<file path="src/rtl/mem_port_arbiter_if.sv">
// Bundle of the fetch port, data port and memory command/response signals
// seen by mem_port_arbiter. The slave view belongs to the arbiter; the
// master view belongs to the environment, which drives both requester ports
// and the memory side.
interface mem_port_arbiter_if;
    // Fetch port
    logic        if_req;
    logic [63:0] if_addr;
    logic        if_flush;
    logic        if_rvalid;
    logic [63:0] if_rdata;
    logic        if_stall;

    // Data port
    logic        d_req;
    logic [63:0] d_addr;
    logic [7:0]  d_w_mask;
    logic [63:0] d_wdata;
    logic        d_rvalid;
    logic [63:0] d_rdata;
    logic        d_stall;

    // Memory side
    logic        mem_req;
    logic [63:0] mem_addr;
    logic [7:0]  mem_we_mask;
    logic [63:0] mem_wdata;
    logic        mem_gnt;
    logic        mem_rvalid;
    logic [63:0] mem_rdata;

    modport slave (
        input  if_req, if_addr, if_flush,
        output if_rvalid, if_rdata, if_stall,
        input  d_req, d_addr, d_w_mask, d_wdata,
        output d_rvalid, d_rdata, d_stall,
        output mem_req, mem_addr, mem_we_mask, mem_wdata,
        input  mem_gnt, mem_rvalid, mem_rdata
    );

    modport master (
        output if_req, if_addr, if_flush,
        input  if_rvalid, if_rdata, if_stall,
        output d_req, d_addr, d_w_mask, d_wdata,
        input  d_rvalid, d_rdata, d_stall,
        input  mem_req, mem_addr, mem_we_mask, mem_wdata,
        output mem_gnt, mem_rvalid, mem_rdata
    );
endinterface

</file>
<file path="src/rtl/mem_port_arbiter.sv">
// Two-port memory arbiter: shares one single-outstanding memory port between
// an instruction-fetch requester and a data requester. Data normally wins;
// a streak counter lets a waiting fetch through after MAX_STREAK consecutive
// data grants. A fetch flush lets an in-flight fetch finish on the memory
// side but swallows its response pulse.
module mem_port_arbiter #(
    parameter int MAX_STREAK = 3
) (
    input logic              clk,
    input logic              rst,
    mem_port_arbiter_if.slave bus
);

    localparam int STREAK_W = (MAX_STREAK < 1) ? 1 : $clog2(MAX_STREAK + 1);
    localparam logic [STREAK_W-1:0] STREAK_MAX = STREAK_W'(MAX_STREAK);

    typedef enum logic [1:0] {
        S_IDLE,
        S_ISSUE,
        S_WAIT,
        S_RESP
    } state_e;

    typedef enum logic {
        OWN_IF,
        OWN_D
    } owner_e;

    state_e              state_q,     state_d;
    owner_e              owner_q,     owner_d;
    logic [63:0]         addr_q,      addr_d;
    logic [7:0]          mask_q,      mask_d;
    logic [63:0]         wdata_q,     wdata_d;
    logic [STREAK_W-1:0] streak_q,    streak_d;
    logic                drop_q,      drop_d;
    logic                if_rvalid_q, if_rvalid_d;
    logic                d_rvalid_q,  d_rvalid_d;
    logic [63:0]         if_rdata_q,  if_rdata_d;
    logic [63:0]         d_rdata_q,   d_rdata_d;

    logic                fetch_wins;
    logic                flush_hit;
    logic                if_rvalid_w;

    // Next-state, arbitration and response capture for the transaction FSM.
    always_comb begin
        // NOTE: every signal assigned here gets a default first, so no path
        // leaves it unassigned and no latch is inferred.
        state_d     = state_q;
        owner_d     = owner_q;
        addr_d      = addr_q;
        mask_d      = mask_q;
        wdata_d     = wdata_q;
        streak_d    = streak_q;
        drop_d      = drop_q;
        if_rvalid_d = 1'b0;
        d_rvalid_d  = 1'b0;
        if_rdata_d  = if_rdata_q;
        d_rdata_d   = d_rdata_q;
        fetch_wins  = 1'b0;
        flush_hit   = bus.if_flush && (owner_q == OWN_IF) && (state_q != S_IDLE);

        unique case (state_q)
            S_IDLE: begin
                drop_d = 1'b0;
                if (bus.if_req || bus.d_req) begin
                    // Fetch only beats a pending data request once the
                    // streak has reached its limit.
                    fetch_wins = bus.if_req && (!bus.d_req || (streak_q == STREAK_MAX));
                    state_d    = S_ISSUE;
                    if (fetch_wins) begin
                        owner_d  = OWN_IF;
                        addr_d   = bus.if_addr;
                        mask_d   = 8'h00;
                        wdata_d  = 64'h0;
                        streak_d = '0;
                    end else begin
                        owner_d = OWN_D;
                        addr_d  = bus.d_addr;
                        mask_d  = bus.d_w_mask;
                        wdata_d = bus.d_wdata;
                        if (!bus.if_req) begin
                            streak_d = '0;
                        end else if (streak_q != STREAK_MAX) begin
                            streak_d = streak_q + STREAK_W'(1);
                        end
                    end
                end
            end

            S_ISSUE: begin
                if (flush_hit) begin
                    drop_d = 1'b1;
                end
                if (bus.mem_gnt) begin
                    state_d = S_WAIT;
                end
            end

            S_WAIT: begin
                if (flush_hit) begin
                    drop_d = 1'b1;
                end
                if (bus.mem_rvalid) begin
                    state_d = S_RESP;
                    if (owner_q == OWN_IF) begin
                        // A flush arriving with the response still kills it.
                        if (!(drop_q || flush_hit)) begin
                            if_rvalid_d = 1'b1;
                            if_rdata_d  = bus.mem_rdata;
                        end
                    end else begin
                        d_rvalid_d = 1'b1;
                        d_rdata_d  = (mask_q != 8'h00) ? 64'h0 : bus.mem_rdata;
                    end
                end
            end

            S_RESP: begin
                // No re-grant here: arbitration resumes in the next IDLE cycle.
                state_d = S_IDLE;
                drop_d  = 1'b0;
            end

            default: begin
                state_d = S_IDLE;
            end
        endcase
    end

    // State and datapath registers, cleared asynchronously by rst.
    always_ff @(posedge clk or posedge rst) begin
        // NOTE: sequential state uses non-blocking assignments so every flop
        // samples the pre-edge values regardless of statement order.
        if (rst) begin
            state_q     <= S_IDLE;
            owner_q     <= OWN_IF;
            addr_q      <= 64'h0;
            mask_q      <= 8'h00;
            wdata_q     <= 64'h0;
            streak_q    <= '0;
            drop_q      <= 1'b0;
            if_rvalid_q <= 1'b0;
            d_rvalid_q  <= 1'b0;
            if_rdata_q  <= 64'h0;
            d_rdata_q   <= 64'h0;
        end else begin
            state_q     <= state_d;
            owner_q     <= owner_d;
            addr_q      <= addr_d;
            mask_q      <= mask_d;
            wdata_q     <= wdata_d;
            streak_q    <= streak_d;
            drop_q      <= drop_d;
            if_rvalid_q <= if_rvalid_d;
            d_rvalid_q  <= d_rvalid_d;
            if_rdata_q  <= if_rdata_d;
            d_rdata_q   <= d_rdata_d;
        end
    end

    // A flush landing in the response cycle itself still suppresses the pulse.
    assign if_rvalid_w     = if_rvalid_q && !bus.if_flush;

    assign bus.if_rvalid   = if_rvalid_w;
    assign bus.if_rdata    = if_rdata_q;
    assign bus.d_rvalid    = d_rvalid_q;
    assign bus.d_rdata     = d_rdata_q;
    assign bus.if_stall    = bus.if_req && !if_rvalid_w;
    assign bus.d_stall     = bus.d_req && !d_rvalid_q;

    assign bus.mem_req     = (state_q == S_ISSUE);
    assign bus.mem_addr    = addr_q;
    assign bus.mem_we_mask = mask_q;
    assign bus.mem_wdata   = wdata_q;

endmodule

</file>
<file path="src/flat_wrapper.sv">
// flat-port wrapper written by rule: the top's interface ports become plain ports
module mem_port_arbiter_flat 
#(
    parameter int MAX_STREAK = 3
)
  (clk, rst, bus_if_req, bus_if_addr, bus_if_flush, bus_if_rvalid, bus_if_rdata, bus_if_stall, bus_d_req, bus_d_addr, bus_d_w_mask, bus_d_wdata, bus_d_rvalid, bus_d_rdata, bus_d_stall, bus_mem_req, bus_mem_addr, bus_mem_we_mask, bus_mem_wdata, bus_mem_gnt, bus_mem_rvalid, bus_mem_rdata);
  mem_port_arbiter_if bus_i ();
  input logic clk;
  input logic rst;
  input wire logic [$bits(bus_i.if_req)-1:0] bus_if_req;
  input wire logic [$bits(bus_i.if_addr)-1:0] bus_if_addr;
  input wire logic [$bits(bus_i.if_flush)-1:0] bus_if_flush;
  output wire logic [$bits(bus_i.if_rvalid)-1:0] bus_if_rvalid;
  output wire logic [$bits(bus_i.if_rdata)-1:0] bus_if_rdata;
  output wire logic [$bits(bus_i.if_stall)-1:0] bus_if_stall;
  input wire logic [$bits(bus_i.d_req)-1:0] bus_d_req;
  input wire logic [$bits(bus_i.d_addr)-1:0] bus_d_addr;
  input wire logic [$bits(bus_i.d_w_mask)-1:0] bus_d_w_mask;
  input wire logic [$bits(bus_i.d_wdata)-1:0] bus_d_wdata;
  output wire logic [$bits(bus_i.d_rvalid)-1:0] bus_d_rvalid;
  output wire logic [$bits(bus_i.d_rdata)-1:0] bus_d_rdata;
  output wire logic [$bits(bus_i.d_stall)-1:0] bus_d_stall;
  output wire logic [$bits(bus_i.mem_req)-1:0] bus_mem_req;
  output wire logic [$bits(bus_i.mem_addr)-1:0] bus_mem_addr;
  output wire logic [$bits(bus_i.mem_we_mask)-1:0] bus_mem_we_mask;
  output wire logic [$bits(bus_i.mem_wdata)-1:0] bus_mem_wdata;
  input wire logic [$bits(bus_i.mem_gnt)-1:0] bus_mem_gnt;
  input wire logic [$bits(bus_i.mem_rvalid)-1:0] bus_mem_rvalid;
  input wire logic [$bits(bus_i.mem_rdata)-1:0] bus_mem_rdata;
  assign bus_i.if_req = bus_if_req;
  assign bus_i.if_addr = bus_if_addr;
  assign bus_i.if_flush = bus_if_flush;
  assign bus_if_rvalid = bus_i.if_rvalid;
  assign bus_if_rdata = bus_i.if_rdata;
  assign bus_if_stall = bus_i.if_stall;
  assign bus_i.d_req = bus_d_req;
  assign bus_i.d_addr = bus_d_addr;
  assign bus_i.d_w_mask = bus_d_w_mask;
  assign bus_i.d_wdata = bus_d_wdata;
  assign bus_d_rvalid = bus_i.d_rvalid;
  assign bus_d_rdata = bus_i.d_rdata;
  assign bus_d_stall = bus_i.d_stall;
  assign bus_mem_req = bus_i.mem_req;
  assign bus_mem_addr = bus_i.mem_addr;
  assign bus_mem_we_mask = bus_i.mem_we_mask;
  assign bus_mem_wdata = bus_i.mem_wdata;
  assign bus_i.mem_gnt = bus_mem_gnt;
  assign bus_i.mem_rvalid = bus_mem_rvalid;
  assign bus_i.mem_rdata = bus_mem_rdata;
  mem_port_arbiter #(.MAX_STREAK(MAX_STREAK)) u_core (.clk(clk), .rst(rst), .bus(bus_i));
endmodule
</file>
<file path="config.mk">
export PLATFORM = sky130hd
export DESIGN_NAME = mem_port_arbiter_flat
export DESIGN_NICKNAME = d
export VERILOG_FILES = /design/src/rtl/mem_port_arbiter_if.sv /design/src/rtl/mem_port_arbiter.sv /design/src/flat_wrapper.sv
export SDC_FILE = /design/constraint.sdc
export NUM_CORES = 1
export LEC_CHECK = 0
export CORE_AREA = 4 4 211 213
export DETAILED_ROUTE_END_ITERATION = 8
export DIE_AREA = 0 0 215 217
export GPL_TIMING_DRIVEN = 0
export PLACE_DENSITY = 0.55
export SLEW_MARGIN = 20
export SYNTH_ARGS = -nofsm -noshare
export SYNTH_HDL_FRONTEND = slang
export SYNTH_SLANG_ARGS = --single-unit
</file>
<file path="constraint.sdc">
create_clock -name clk -period 26.9 [get_ports clk]
set_input_delay 6.725 -clock clk [delete_from_list [all_inputs] [get_ports clk]]
set_output_delay 6.725 -clock clk [all_outputs]
set_load 0.03 [all_outputs]
</file>
==> impl_metrics.json <==
{
  "outcome": "complete, no violations",
  "crit_chain": "buf_2 -> inv_1 -> clkbuf_1 -> clkbuf_1 -> nor2_1 -> clkdlybuf4s50_1",
  "r2r_end": "u_core.bus.mem_wdata[34]$_DFFE_PP0P_",
  "insertion_delay_ns": 0.53,
  "crit_required_ns": 20.17,
  "path_clk_slew_ns": 0.05,
  "synth_seq_cells": 272,
  "start_util_pct": 25.5,
  "worstPathArrival_ns": 8.61,
  "crit_top_cell": "clkbuf_1",
  "period_minus_slack_ns": 15.33,
  "die_y_um": 217,
  "worstHoldPathType": "reg -> reg",
  "layout-drive-gt1-share_pct": 9.64,
  "ys_types": 26,
  "postLayoutCoreUtil_pct": 42.4,
  "slew_violations": 0,
  "ant_nets": 0,
  "hpwl_um": 34500,
  "vdd_drop_max_mv": 0.0769,
  "critPathMaxStageDelay_ns": 0.65,
  "cts-root-buf": "clkbuf_16",
  "worstMarginPinSlew_ns": 0.709,
  "post-place-ws_ns": 11.59,
  "hold_path_end": "u_core.bus.d_rdata[1]$_DFFE_PP0P_",
  "rsz0062_at_grt": "no",
  "power_density_nw_per_um2": 126,
  "maxCapViolCount": 0,
  "timing.hold.ws_ns": 0.475,
  "core_area_sq_um": 42700,
  "setup_viol": 0,
  "r2r_setup_slack_ns": 24.70,
  "grt_max_degree": 95,
  "path_class": "in -> out",
  "drtPass1Iterations": 5,
  "gp_congestion": 0.843,
  "cts_buffers": 35,
  "cts_hold_buffers": 0,
  "final_nets": 1834,
  "clkSinkCount": 272,
  "synth_area_sq_um": 10900,
  "grt_overflow": 0,
  "max-slew-margin-rel_pct": 52.7,
  "hp-start": "u_core.bus.d_rdata[1]$_DFFE_PP0P_",
  "ctsResizeCount": 0,
  "n_antenna_cell": 0,
  "max_clock_freq_ghz": 0.0652,
  "min_delay_path_depth": 2,
  "crit_path_end_kind": "output pin",
  "antenna_found_initial": 5,
  "rr_startpoint": "u_core.state_q[0]$_DFFE_PP0P_",
  "drc": 0,
  "fin_ws_ns": 11.57,
  "r2r_cells": 6,
  "fp-row-count": 76,
  "layout-area-overhead-vs-synth_pct": 66.4,
  "grt_pass1_vias": 10800,
  "finalHoldViolations": 0,
  "startpoint": "bus_if_req",
  "nFillCells": 4089,
  "drt_iter0_markers": 470,
  "avgRoutedWirePerCell_um": 21.5,
  "cts_setup_buffers": 0,
  "leakage_nw": 7.46,
  "port_buffers": 538,
  "crit_fanout": 10,
  "synth_nets": 1256,
  "routed_via_density": 4.71,
  "cts_tree": "yes",
  "die_w_um": 215,
  "die_area_sq_um": 46700,
  "start_kind": "primary input",
  "min_period_over_period_pct": 57.0,
  "htree_levels": 2,
  "cts_buffer_depth": 3,
  "crit_path_top_delay_cell": "clkdlybuf4s50_1",
  "wirelength_um": 45700,
  "ys_warn_count": 0,
  "clock_skew_ns": 0.0226,
  "grt_usage_pct": 18.9,
  "syn_area_per_cell_sq_um": 11.1,
  "num_vias": 10000,
  "yosysSeqAreaShare_pct": 62.5,
  "ioPinCount": 540,
  "syn-instance-count": 981,
  "grt_pass1_wl_um": 68600,
  "finalSetupTns_ns": 0
}
## worst max-delay path by stage
stage,end,cells after the start
after floorplan,bus_if_stall,5
after CTS,bus_if_stall,6
after detailed placement,bus_if_stall,6
after global routing,bus_if_stall,6
after global placement,u_core.bus.if_rdata[7]$_DFFE_PP0P_,2
final,bus_if_stall,6
## cells by family (layout without fill, tap and decap cells)
group,after synthesis,in the layout,share of synthesized area [%]
AO/OA/AOI/OAI,337,337,18.9
adder cells (fa/ha/maj),4,4,0.460
buffers and inverters,92,688,3.84
flip-flops,272,272,62.5
multiplexers,65,65,6.72
AND/OR/NAND/NOR,211,211,7.52
## Yosys cell counts
| library cell | number | area (sq um) |
|---|---|---|
| a21oi_2 | 1 | 8.76 |
| o21ai_0 | 130 | 651 |
| inv_1 | 7 | 26.3 |
| buf_2 | 25 | 125 |
| dfrtp_1 | 272 | 6810 |
| nor4_1 | 2 | 12.5 |
| nand2_1 | 131 | 492 |
| buf_4 | 1 | 7.51 |
| a21oi_1 | 64 | 320 |
| nand4_1 | 1 | 6.26 |
| ha_1 | 4 | 50.1 |
| nor2b_1 | 4 | 25.0 |
| mux2_2 | 65 | 732 |
| clkbuf_1 | 48 | 180 |
| nor2_1 | 68 | 255 |
| buf_1 | 6 | 22.5 |
| a221oi_1 | 1 | 8.76 |
| a31oi_1 | 64 | 400 |
| o32a_1 | 1 | 10.0 |
| nand2b_1 | 2 | 12.5 |
| a21o_1 | 1 | 7.51 |
| nand3_1 | 3 | 15.0 |
| buf_6 | 5 | 56.3 |
| o21a_1 | 2 | 15.0 |
| a22o_1 | 72 | 631 |
| o21ai_2 | 1 | 8.76 |
## layout by cell type (no fill, tap or decap), drive strengths merged, types with 2 or more instances in the layout
cell type,n
buf,40
a21oi,65
a31oi,64
clkdlybuf4s50,538
clkinv,6
nand3,3
inv,8
o21ai,131
a22o,72
nor2,68
dfrtp,272
ha,4
o21a,2
mux2,65
nor2b,4
clkbuf,93
nor4,2
nand2b,2
bufinv,2
nand2,131
## worst max-delay path: cells and delay by family
kind | cells | cell delay [ns]
simple gates | 1 | 0.09
buf+inv | 5 | 1.78
## state kept, by name, indices dropped and copies added (netlist names)
| register | flops |
|---|---|
| u_core.if_rvalid_q | 1 |
| u_core.bus.mem_wdata | 64 |
| u_core.streak_q | 2 |
| u_core.state_q | 2 |
| u_core.bus.d_rdata | 64 |
| u_core.bus.d_rvalid | 1 |
| u_core.bus.mem_addr | 64 |
| u_core.drop_q | 1 |
| u_core.bus.mem_we_mask | 8 |
| u_core.owner_q | 1 |
| u_core.bus.if_rdata | 64 |
## final cells by class
| cell class | instances | area [sq um] | share of cell area (%) |
|---|---|---|---|
| flip-flops and latches | 272 | 6810 | 37.6 |
| repair buffers | 541 | 5470 | 30.2 |
| plain buffers | 85 | 392 | 2.16 |
| inverters | 7 | 33.8 | 0.187 |
| clock buffers | 45 | 963 | 5.32 |
| clock inverters | 10 | 106 | 0.587 |
| well taps | 546 | 683 | 3.77 |
| multi-input cells | 617 | 3660 | 20.2 |
## power breakdown
group,switching [mW],internal (mW),total (mW),leakage [nW]
Sequential,0.0994,0.587,0.686,3.39
Clock,0.178,0.270,0.448,0.530
Combinational,0.669,0.479,1.15,3.53
Total,0.947,1.34,2.28,7.46
## layer usage
layer	wire length (um)	share of wire, %	global-route usage [%]
met1	17400	38	21.1
met2	22000	48	32.3
met3	4800	11	9.06
met4	1320	2.9	5.35
met5	57	0.12	0
## per-stage QoR
stage / std cells / total power, mW / cell area, sq um
floorplan: 981 / 1.31 / 10900
global placement: 2065 / 1.84 / 17000
detailed placement: 2068 / 1.85 / 17000
CTS: 2123 / 2.31 / 18100
global route: 2123 / 2.41 / 18100
finish: 2123 / 2.28 / 18100
Power figures use the tool's default switching activity.
